File: src/rtl/rot_regfile_if.sv
// Bus between the rotary front end / LCD driver and rot_regfile: command
// entry signals in, rendered LCD lines and status out.
interface rot_regfile_if;
  logic         rot_event;
  logic [1:0]   mode;
  logic [3:0]   y;
  logic [127:0] first;
  logic [127:0] second;
  logic [3:0]   cnt;
  logic         busy;
  logic         done;

  modport master (
    output rot_event, mode, y,
    input  first, second, cnt, busy, done
  );

  modport slave (
    input  rot_event, mode, y,
    output first, second, cnt, busy, done
  );
endinterface

File: src/rtl/rot_regfile.sv
// Register file commanded one field per rotary event (write, read-pair, add with carry);
// results are rendered as two 16-character ASCII lines for the LCD driver.
module rot_regfile #(
  parameter int unsigned NREGS = 16,
  parameter int unsigned AW    = 4,
  parameter int unsigned DW    = 16
) (
  input logic         clk,
  input logic         reset,
  rot_regfile_if.slave bus
);

  localparam int unsigned  ND        = DW / 4;
  localparam logic [1:0]   ModeWrite = 2'b00;
  localparam logic [1:0]   ModeAdd   = 2'b10;
  localparam logic [127:0] Blank     = {16{8'h20}};
  localparam logic [127:0] WriteOk   = {"WRITE OK", {8{8'h20}}};

  typedef enum logic [1:0] {StIdle, StField, StExec, StShow} state_e;

  state_e          state_q, state_d;
  logic [1:0]      mode_q, mode_d;
  logic [3:0]      cnt_q, cnt_d;
  logic            busy_q, busy_d;
  logic            done_q, done_d;
  logic [AW-1:0]   a_q, a_d, b_q, b_d, dst_q, dst_d;
  logic [DW-1:0]   data_q, data_d;
  logic [DW-1:0]   va_q, va_d, vb_q, vb_d;
  logic            carry_q, carry_d;
  logic [127:0]    first_q, first_d, second_q, second_d;
  logic [DW-1:0]   regs_q [NREGS];
  logic [DW-1:0]   regs_d [NREGS];
  logic [1:0]      mode_cur;

  function automatic logic [7:0] hex_char(input logic [3:0] n);
    return (n < 4'd10) ? 8'h30 + {4'h0, n} : 8'h37 + {4'h0, n};
  endfunction

  function automatic logic [127:0] put(input logic [127:0] line, input int unsigned pos,
                                       input logic [7:0] ch);
    logic [127:0] mask;
    mask = 128'hFF << (8 * (15 - pos));
    return (line & ~mask) | ({120'h0, ch} << (8 * (15 - pos)));
  endfunction

  // "R<a>=<DW/4 hex digits>", left aligned and space padded.
  function automatic logic [127:0] fmt_reg(input logic [AW-1:0] addr, input logic [DW-1:0] val);
    logic [127:0] l;
    l = put(Blank, 0, 8'h52);
    l = put(l, 1, hex_char(4'(addr)));
    l = put(l, 2, 8'h3D);
    for (int unsigned i = 0; i < ND; i++) begin
      l = put(l, 3 + i, hex_char(4'(val >> (4 * (ND - 1 - i)))));
    end
    return l;
  endfunction

  function automatic logic [3:0] num_fields(input logic [1:0] m);
    case (m)
      ModeWrite: return 4'(1 + ND);
      ModeAdd:   return 4'd3;
      default:   return 4'd2;
    endcase
  endfunction

  always_comb begin
    state_d  = state_q;
    mode_d   = mode_q;
    cnt_d    = cnt_q;
    busy_d   = busy_q;
    done_d   = 1'b0;
    a_d      = a_q;
    b_d      = b_q;
    dst_d    = dst_q;
    data_d   = data_q;
    va_d     = va_q;
    vb_d     = vb_q;
    carry_d  = carry_q;
    first_d  = first_q;
    second_d = second_q;
    regs_d   = regs_q;
    // The mode is only taken from the bus on the first field of a command.
    mode_cur = (state_q == StIdle) ? bus.mode : mode_q;

    case (state_q)
      StIdle, StField: begin
        if (bus.rot_event) begin
          if (state_q == StIdle) begin
            mode_d = bus.mode;
            busy_d = 1'b1;
          end
          cnt_d = cnt_q + 4'd1;
          if (cnt_q == 4'd0) begin
            a_d = bus.y[AW-1:0];
          end else if (mode_cur == ModeWrite) begin
            data_d = (data_q << 4) | DW'(bus.y);
          end else if (mode_cur == ModeAdd && cnt_q == 4'd2) begin
            dst_d = bus.y[AW-1:0];
          end else begin
            b_d = bus.y[AW-1:0];
          end
          state_d = (cnt_d == num_fields(mode_cur)) ? StExec : StField;
        end
      end
      StExec: begin
        // Sources come from regs_q, so a destination aliasing a source sees old data.
        case (mode_q)
          ModeWrite: begin
            regs_d[a_q] = data_q;
            va_d        = data_q;
          end
          ModeAdd: begin
            {carry_d, va_d} = {1'b0, regs_q[a_q]} + {1'b0, regs_q[b_q]};
            regs_d[dst_q]   = va_d;
          end
          default: begin
            va_d = regs_q[a_q];
            vb_d = regs_q[b_q];
          end
        endcase
        state_d = StShow;
      end
      StShow: begin
        case (mode_q)
          ModeWrite: begin
            first_d  = fmt_reg(a_q, va_q);
            second_d = WriteOk;
          end
          ModeAdd: begin
            first_d  = put(Blank, 0, 8'h52);
            first_d  = put(first_d, 1, hex_char(4'(a_q)));
            first_d  = put(first_d, 2, 8'h2B);
            first_d  = put(first_d, 3, 8'h52);
            first_d  = put(first_d, 4, hex_char(4'(b_q)));
            second_d = fmt_reg(dst_q, va_q);
            second_d = put(second_d, 4 + ND, 8'h43);
            second_d = put(second_d, 5 + ND, carry_q ? 8'h31 : 8'h30);
          end
          default: begin
            first_d  = fmt_reg(a_q, va_q);
            second_d = fmt_reg(b_q, vb_q);
          end
        endcase
        done_d  = 1'b1;
        busy_d  = 1'b0;
        cnt_d   = 4'd0;
        state_d = StIdle;
      end
      default: state_d = StIdle;
    endcase
  end

  always_ff @(posedge clk) begin
    if (reset) begin
      state_q  <= StIdle;
      mode_q   <= 2'b00;
      cnt_q    <= 4'd0;
      busy_q   <= 1'b0;
      done_q   <= 1'b0;
      a_q      <= '0;
      b_q      <= '0;
      dst_q    <= '0;
      data_q   <= '0;
      va_q     <= '0;
      vb_q     <= '0;
      carry_q  <= 1'b0;
      first_q  <= Blank;
      second_q <= Blank;
      for (int i = 0; i < NREGS; i++) begin
        regs_q[i] <= '0;
      end
    end else begin
      state_q  <= state_d;
      mode_q   <= mode_d;
      cnt_q    <= cnt_d;
      busy_q   <= busy_d;
      done_q   <= done_d;
      a_q      <= a_d;
      b_q      <= b_d;
      dst_q    <= dst_d;
      data_q   <= data_d;
      va_q     <= va_d;
      vb_q     <= vb_d;
      carry_q  <= carry_d;
      first_q  <= first_d;
      second_q <= second_d;
      regs_q   <= regs_d;
    end
  end

  assign bus.first  = first_q;
  assign bus.second = second_q;
  assign bus.cnt    = cnt_q;
  assign bus.busy   = busy_q;
  assign bus.done   = done_q;

endmodule

File: src/flat_wrapper.sv
// flat-port wrapper written by rule: the top's interface ports become plain ports
module rot_regfile_flat 
#(
  parameter int unsigned NREGS = 16,
  parameter int unsigned AW    = 4,
  parameter int unsigned DW    = 16
)
  (clk, reset, bus_rot_event, bus_mode, bus_y, bus_first, bus_second, bus_cnt, bus_busy, bus_done);
  rot_regfile_if bus_i ();
  input logic clk;
  input logic reset;
  input wire logic [$bits(bus_i.rot_event)-1:0] bus_rot_event;
  input wire logic [$bits(bus_i.mode)-1:0] bus_mode;
  input wire logic [$bits(bus_i.y)-1:0] bus_y;
  output wire logic [$bits(bus_i.first)-1:0] bus_first;
  output wire logic [$bits(bus_i.second)-1:0] bus_second;
  output wire logic [$bits(bus_i.cnt)-1:0] bus_cnt;
  output wire logic [$bits(bus_i.busy)-1:0] bus_busy;
  output wire logic [$bits(bus_i.done)-1:0] bus_done;
  assign bus_i.rot_event = bus_rot_event;
  assign bus_i.mode = bus_mode;
  assign bus_i.y = bus_y;
  assign bus_first = bus_i.first;
  assign bus_second = bus_i.second;
  assign bus_cnt = bus_i.cnt;
  assign bus_busy = bus_i.busy;
  assign bus_done = bus_i.done;
  rot_regfile #(.NREGS(NREGS), .AW(AW), .DW(DW)) u_core (.clk(clk), .reset(reset), .bus(bus_i));
endmodule
File: config.mk
export PLATFORM = sky130hd
export DESIGN_NAME = rot_regfile_flat
export DESIGN_NICKNAME = d
export VERILOG_FILES = /design/src/rtl/rot_regfile_if.sv /design/src/rtl/rot_regfile.sv /design/src/flat_wrapper.sv
export SDC_FILE = /design/constraint.sdc
export NUM_CORES = 1
export LEC_CHECK = 0
export CELL_PAD_IN_SITES_DETAIL_PLACEMENT = 1
export CELL_PAD_IN_SITES_GLOBAL_PLACEMENT = 2
export CORE_MARGIN = 1.5
export CORE_UTILIZATION = 35
export CTS_CLUSTER_SIZE = 28
export DETAILED_ROUTE_END_ITERATION = 6
export GPL_ROUTABILITY_DRIVEN = 0
export GPL_TIMING_DRIVEN = 0
export PLACE_DENSITY_LB_ADDON = 0.1
export SYNTH_ARGS = -nofsm -noshare
export SYNTH_HDL_FRONTEND = slang
export SYNTH_SLANG_ARGS = --single-unit
File: constraint.sdc
create_clock -name clk -period 6.03 [get_ports clk]
set_clock_uncertainty 0.05 [all_clocks]
set_input_delay 0.9045 -clock clk [delete_from_list [all_inputs] [get_ports clk]]
set_output_delay 0.9045 -clock clk [all_outputs]
set_load 0.02 [all_outputs]
==> parameters.txt <==
Parameter                              Value

Status
  Outcome ... complete, but fails checks
  Violated checks ... negative setup slack

Logic synthesis
  Flop and latch count out of synthesis ... 406
  Syn Std Cell Area ... 25,400 sq um
  Most area-consuming cells after synthesis ... sky130_fd_sc_hd__dfxtp_1, sky130_fd_sc_hd__mux4_2, sky130_fd_sc_hd__buf_4, sky130_fd_sc_hd__nor2_1, sky130_fd_sc_hd__a21oi_1
  Yosys warning count ... 0
  Share of Yosys cell area claimed by the top area cell type ... 0.321
  Mean instance size in the synthesized netlist ... 8.58 sq um
  Share of the yosys chip area belonging to registers ... 0.321
  Count of unique library cells instantiated by Yosys ... 86
  Fraction of registers with async set or reset after synthesis ... 0
  Largest area contributor in the synthesized netlist ... sky130_fd_sc_hd__dfxtp_1
  Prevailing post-synth register cell ... sky130_fd_sc_hd__dfxtp_1
  EDFF count, synth ... 0
  Post-synthesis instance total ... 2,954

Worst setup path
  Type of origin of the critical path ... register
  Data arrival time of the critical path ... 6.85 ns
  Class of the most critical setup path ... register to register
  Required time of the critical path ... 6.53 ns
  Maximum fanout along the worst path ... 10
  Crit end category ... register

Timing
  Max_slew headroom ... 0.0970
  Time the final worst path needs with I/O delays and setup ... 6.35 ns
  Final count of hold timing violations ... 0
  RSZ-0062 raised after global routing ... true
  Transition at the pin with the smallest max-transition slack ... 1.35 ns
  Timing-limited maximum frequency ... 158 MHz
  Final number of max-transition violations ... 0
  Post-route clock period utilization ... 1.05
  Smallest setup slack after layout ... -0.317 ns
  Final setup violating endpoints ... 80
  Total negative slack for setup checks ... -8.63 ns

Routing
  Drt drc ... 0
  Detailed-route wire length ... 151,000 um
  DRC marker count from the first detailed-route iteration ... 3,528
  Number of search-and-repair iterations in the first detailed-routing pass ... 6
  Drt via density ... 6.53
  Avg WL per Cell ... 35.3 um
  Antenna-violating nets left ... 0
  Routed via count ... 27,900

Global route
  Pin count of the biggest net entering global routing ... 20
  Initial antenna violation count ... 6
  Number of global-route vias before repair ... 27,700
  Global-route congestion overflow total ... 0
  First-pass GRT wire length ... 209,000 um
  Gr usage total ... 0.397

Floorplan
  Die boundary width ... 272 um
  Die height ... 272 um
  Number of cell rows ... 98
  Core outline area ... 71,600 sq um
  Effective utilization at floorplan ... 0.354
  Total Die Area ... 74,100 sq um
  Top-level I/O count ... 271

Clocking
  Longest Clk Path Bufs ... 3
  TritonCTS clock tree ... done
  Clk sinks ... 406
  Clock insertion delay at the later pin of the skew report ... 0.65 ns
  CTS hold repair buffers ... 0
  Clock transition time at the flip-flop clock pins of the worst setup and hold paths ... 0.06 ns
  Cell at the root of the clock tree ... sky130_fd_sc_hd__clkbuf_16
  H-tree Lvls ... 2
  Number of buffers inserted during clock tree synthesis ... 52

Power and ir drop
  Share of power burned in registers ... 0.352
  Total net switching power ... 2.57 mW
  IR drop worst, VDD ... 0.000214 V
  Power density normalized to cell area ... 260 nW/um^2
  Total internal power ... 5.34 mW
  Post-layout total power ... 7.91 mW
  Leakage dissipation ... 11.1 nW
  Combinational Power Share ... 0.190
  Net switching share of the total power ... 0.325
  Clock share of power ... 0.457

Placement
  Placed instance count ... 4,171
  Detailed-placement wirelength estimate ... 112,000 um
  IO Port Bufs ... 115

Cells and area
  Post-layout util ... 0.425
  Fraction of layout cells with a size suffix above 1 ... 0.164
  Layout Area Growth over Synthesis ... 20.0%
  Number of standard cells in the layout, taps in and fillers out ... 4,271
  Fill cell count ... 8,497
  Nets@finish ... 3,328

Worst hold path
  Min-Delay Path Class ... register to register

Run
  Reported max-cap violation count ... 0
-- stage by stage --
step,cell area (sq um),hold slack (ns),setup slack [ns]
3_3_place_gp,28300,0.402,-0.703
5_1_grt,30400,0.445,-0.0588
6_report,30400,0.415,-0.317
2_1_floorplan,25900,0.381,1.64
4_1_cts,30300,0.417,0.0133
3_5_place_dp,28300,0.408,-0.569
-- cells in the mapped netlist, types with 29 or more instances --
master                     instances
sky130_fd_sc_hd__dfxtp_1         406
sky130_fd_sc_hd__nor2_1          336
sky130_fd_sc_hd__nand2_1         233
sky130_fd_sc_hd__a21oi_1         228
sky130_fd_sc_hd__clkbuf_1        197
sky130_fd_sc_hd__buf_4           185
sky130_fd_sc_hd__nor3_1          138
sky130_fd_sc_hd__mux4_2          131
sky130_fd_sc_hd__a221oi_1        109
sky130_fd_sc_hd__o21ai_0         105
sky130_fd_sc_hd__o221ai_1         81
sky130_fd_sc_hd__buf_2            62
sky130_fd_sc_hd__mux2i_1          60
sky130_fd_sc_hd__nand3_1          55
sky130_fd_sc_hd__ha_1             42
sky130_fd_sc_hd__and2_1           40
sky130_fd_sc_hd__a31oi_1          36
sky130_fd_sc_hd__inv_1            36
sky130_fd_sc_hd__o211ai_1         30
sky130_fd_sc_hd__buf_1            29
-- critical path, cell delays in order, from the launching register on --
cell                              delay (ns)
sky130_fd_sc_hd__dfxtp_1                0.49
sky130_fd_sc_hd__clkdlybuf4s15_1        0.91
sky130_fd_sc_hd__clkbuf_1               1.06
sky130_fd_sc_hd__a211oi_1               0.25
sky130_fd_sc_hd__a21oi_2                0.54
sky130_fd_sc_hd__ha_1                   0.36
sky130_fd_sc_hd__a211o_1                0.34
sky130_fd_sc_hd__a21o_1                 0.34
sky130_fd_sc_hd__o22a_1                 0.28
sky130_fd_sc_hd__xor2_2                 0.73
sky130_fd_sc_hd__buf_2                  0.46
sky130_fd_sc_hd__a21oi_1                0.20
sky130_fd_sc_hd__nor3_1                 0.22
-- metal layers --
layer | routed length, um | part of all wire | vias to the layer above | track usage
met5 | 227 | 0.0015 | - | 0
met4 | 14000 | 0.093 | 10 | 0.308
met3 | 17200 | 0.11 | 679 | 0.145
met2 | 65200 | 0.43 | 1917 | 0.601
met1 | 54200 | 0.36 | 13900 | 0.456
li1 | - | - | 11300 | -
-- path summary, 6_finish.rpt --
path,from,to,slack (ns),cells past startpoint
setup / recovery,u_core.b_q[3],u_core.regs_q[167],-0.32,12
hold / removal,u_core.bus.second[78],u_core.bus.second[78],0.42,2
setup reg to reg,u_core.b_q[3],u_core.regs_q[167],-0.32,12
hold reg to reg,u_core.bus.second[78],u_core.bus.second[78],0.42,2
-- area by class of cell --
| cell class | instances | area [sq um] | area share |
|---|---|---|---|
| Sequential cell | 406 | 8130 | 0.267 |
| Clock buffer | 73 | 1560 | 0.0513 |
| Buffer | 473 | 2600 | 0.0853 |
| Clock inverter | 24 | 390 | 0.0128 |
| Tap cell | 950 | 1190 | 0.0391 |
| Antenna cell | 2 | 5.00 | 0.000164 |
| Multi-Input combinational cell | 2186 | 15200 | 0.500 |
| Inverter | 39 | 146 | 0.00481 |
| Timing Repair Buffer | 118 | 1190 | 0.0391 |
-- placed cells by master, fill, tap and decap left out, types with 81 or more instances in the layout --
cell,count
sky130_fd_sc_hd__buf_4,190
sky130_fd_sc_hd__o221ai_1,81
sky130_fd_sc_hd__a21oi_1,226
sky130_fd_sc_hd__mux4_2,131
sky130_fd_sc_hd__dfxtp_1,405
sky130_fd_sc_hd__a221oi_1,109
sky130_fd_sc_hd__clkdlybuf4s50_1,115
sky130_fd_sc_hd__nor2_1,336
sky130_fd_sc_hd__nor3_1,138
sky130_fd_sc_hd__o21ai_0,105
sky130_fd_sc_hd__clkbuf_1,195
sky130_fd_sc_hd__conb_1,154
sky130_fd_sc_hd__nand2_1,233
-- timing repair --
action,in CTS,in global routing
setup buffers,0,2
gates resized for setup,13,25
setup endpoints to repair,164,198
pin swaps,0,1
-- kinds of logic (layout without fill, tap and decap cells) --
kind of cell / count (synthesis) / count (layout) / share of synthesized area
simple gates: 938 / 938 / 0.172
compound gates: 830 / 830 / 0.227
buf+inv: 514 / 727 / 0.107
flops: 406 / 406 / 0.321
mux: 193 / 193 / 0.141
fa+ha+maj: 43 / 43 / 0.0215
xor+xnor: 28 / 28 / 0.0106
other cells: 2 / 156 / 0.000296
-- flip-flops by register name (all words and copies together) (netlist names) --
name               flops
u_core.regs_q        256
u_core.bus.second     43
u_core.bus.first      36
u_core.data_q         16
u_core.va_q           16
u_core.vb_q           16
u_core.a_q             4
u_core.b_q             4
u_core.bus.cnt         4
u_core.dst_q           4
u_core.mode_q          2
u_core.state_q         2
u_core.bus.busy        1
u_core.bus.done        1
u_core.carry_q         1
-- power by group through the flow --
stage / sequential [mW] / combinational, mW / clock (mW)
after detailed placement: 2.84 / 1.39 / 0
after CTS: 2.78 / 1.40 / 3.61
final: 2.79 / 1.51 / 3.62
after global placement: 2.84 / 1.38 / 0
after floorplan: 2.84 / 0.804 / 0
after global routing: 2.79 / 1.53 / 3.73
Note: power is estimated with default switching activity, not from simulation.
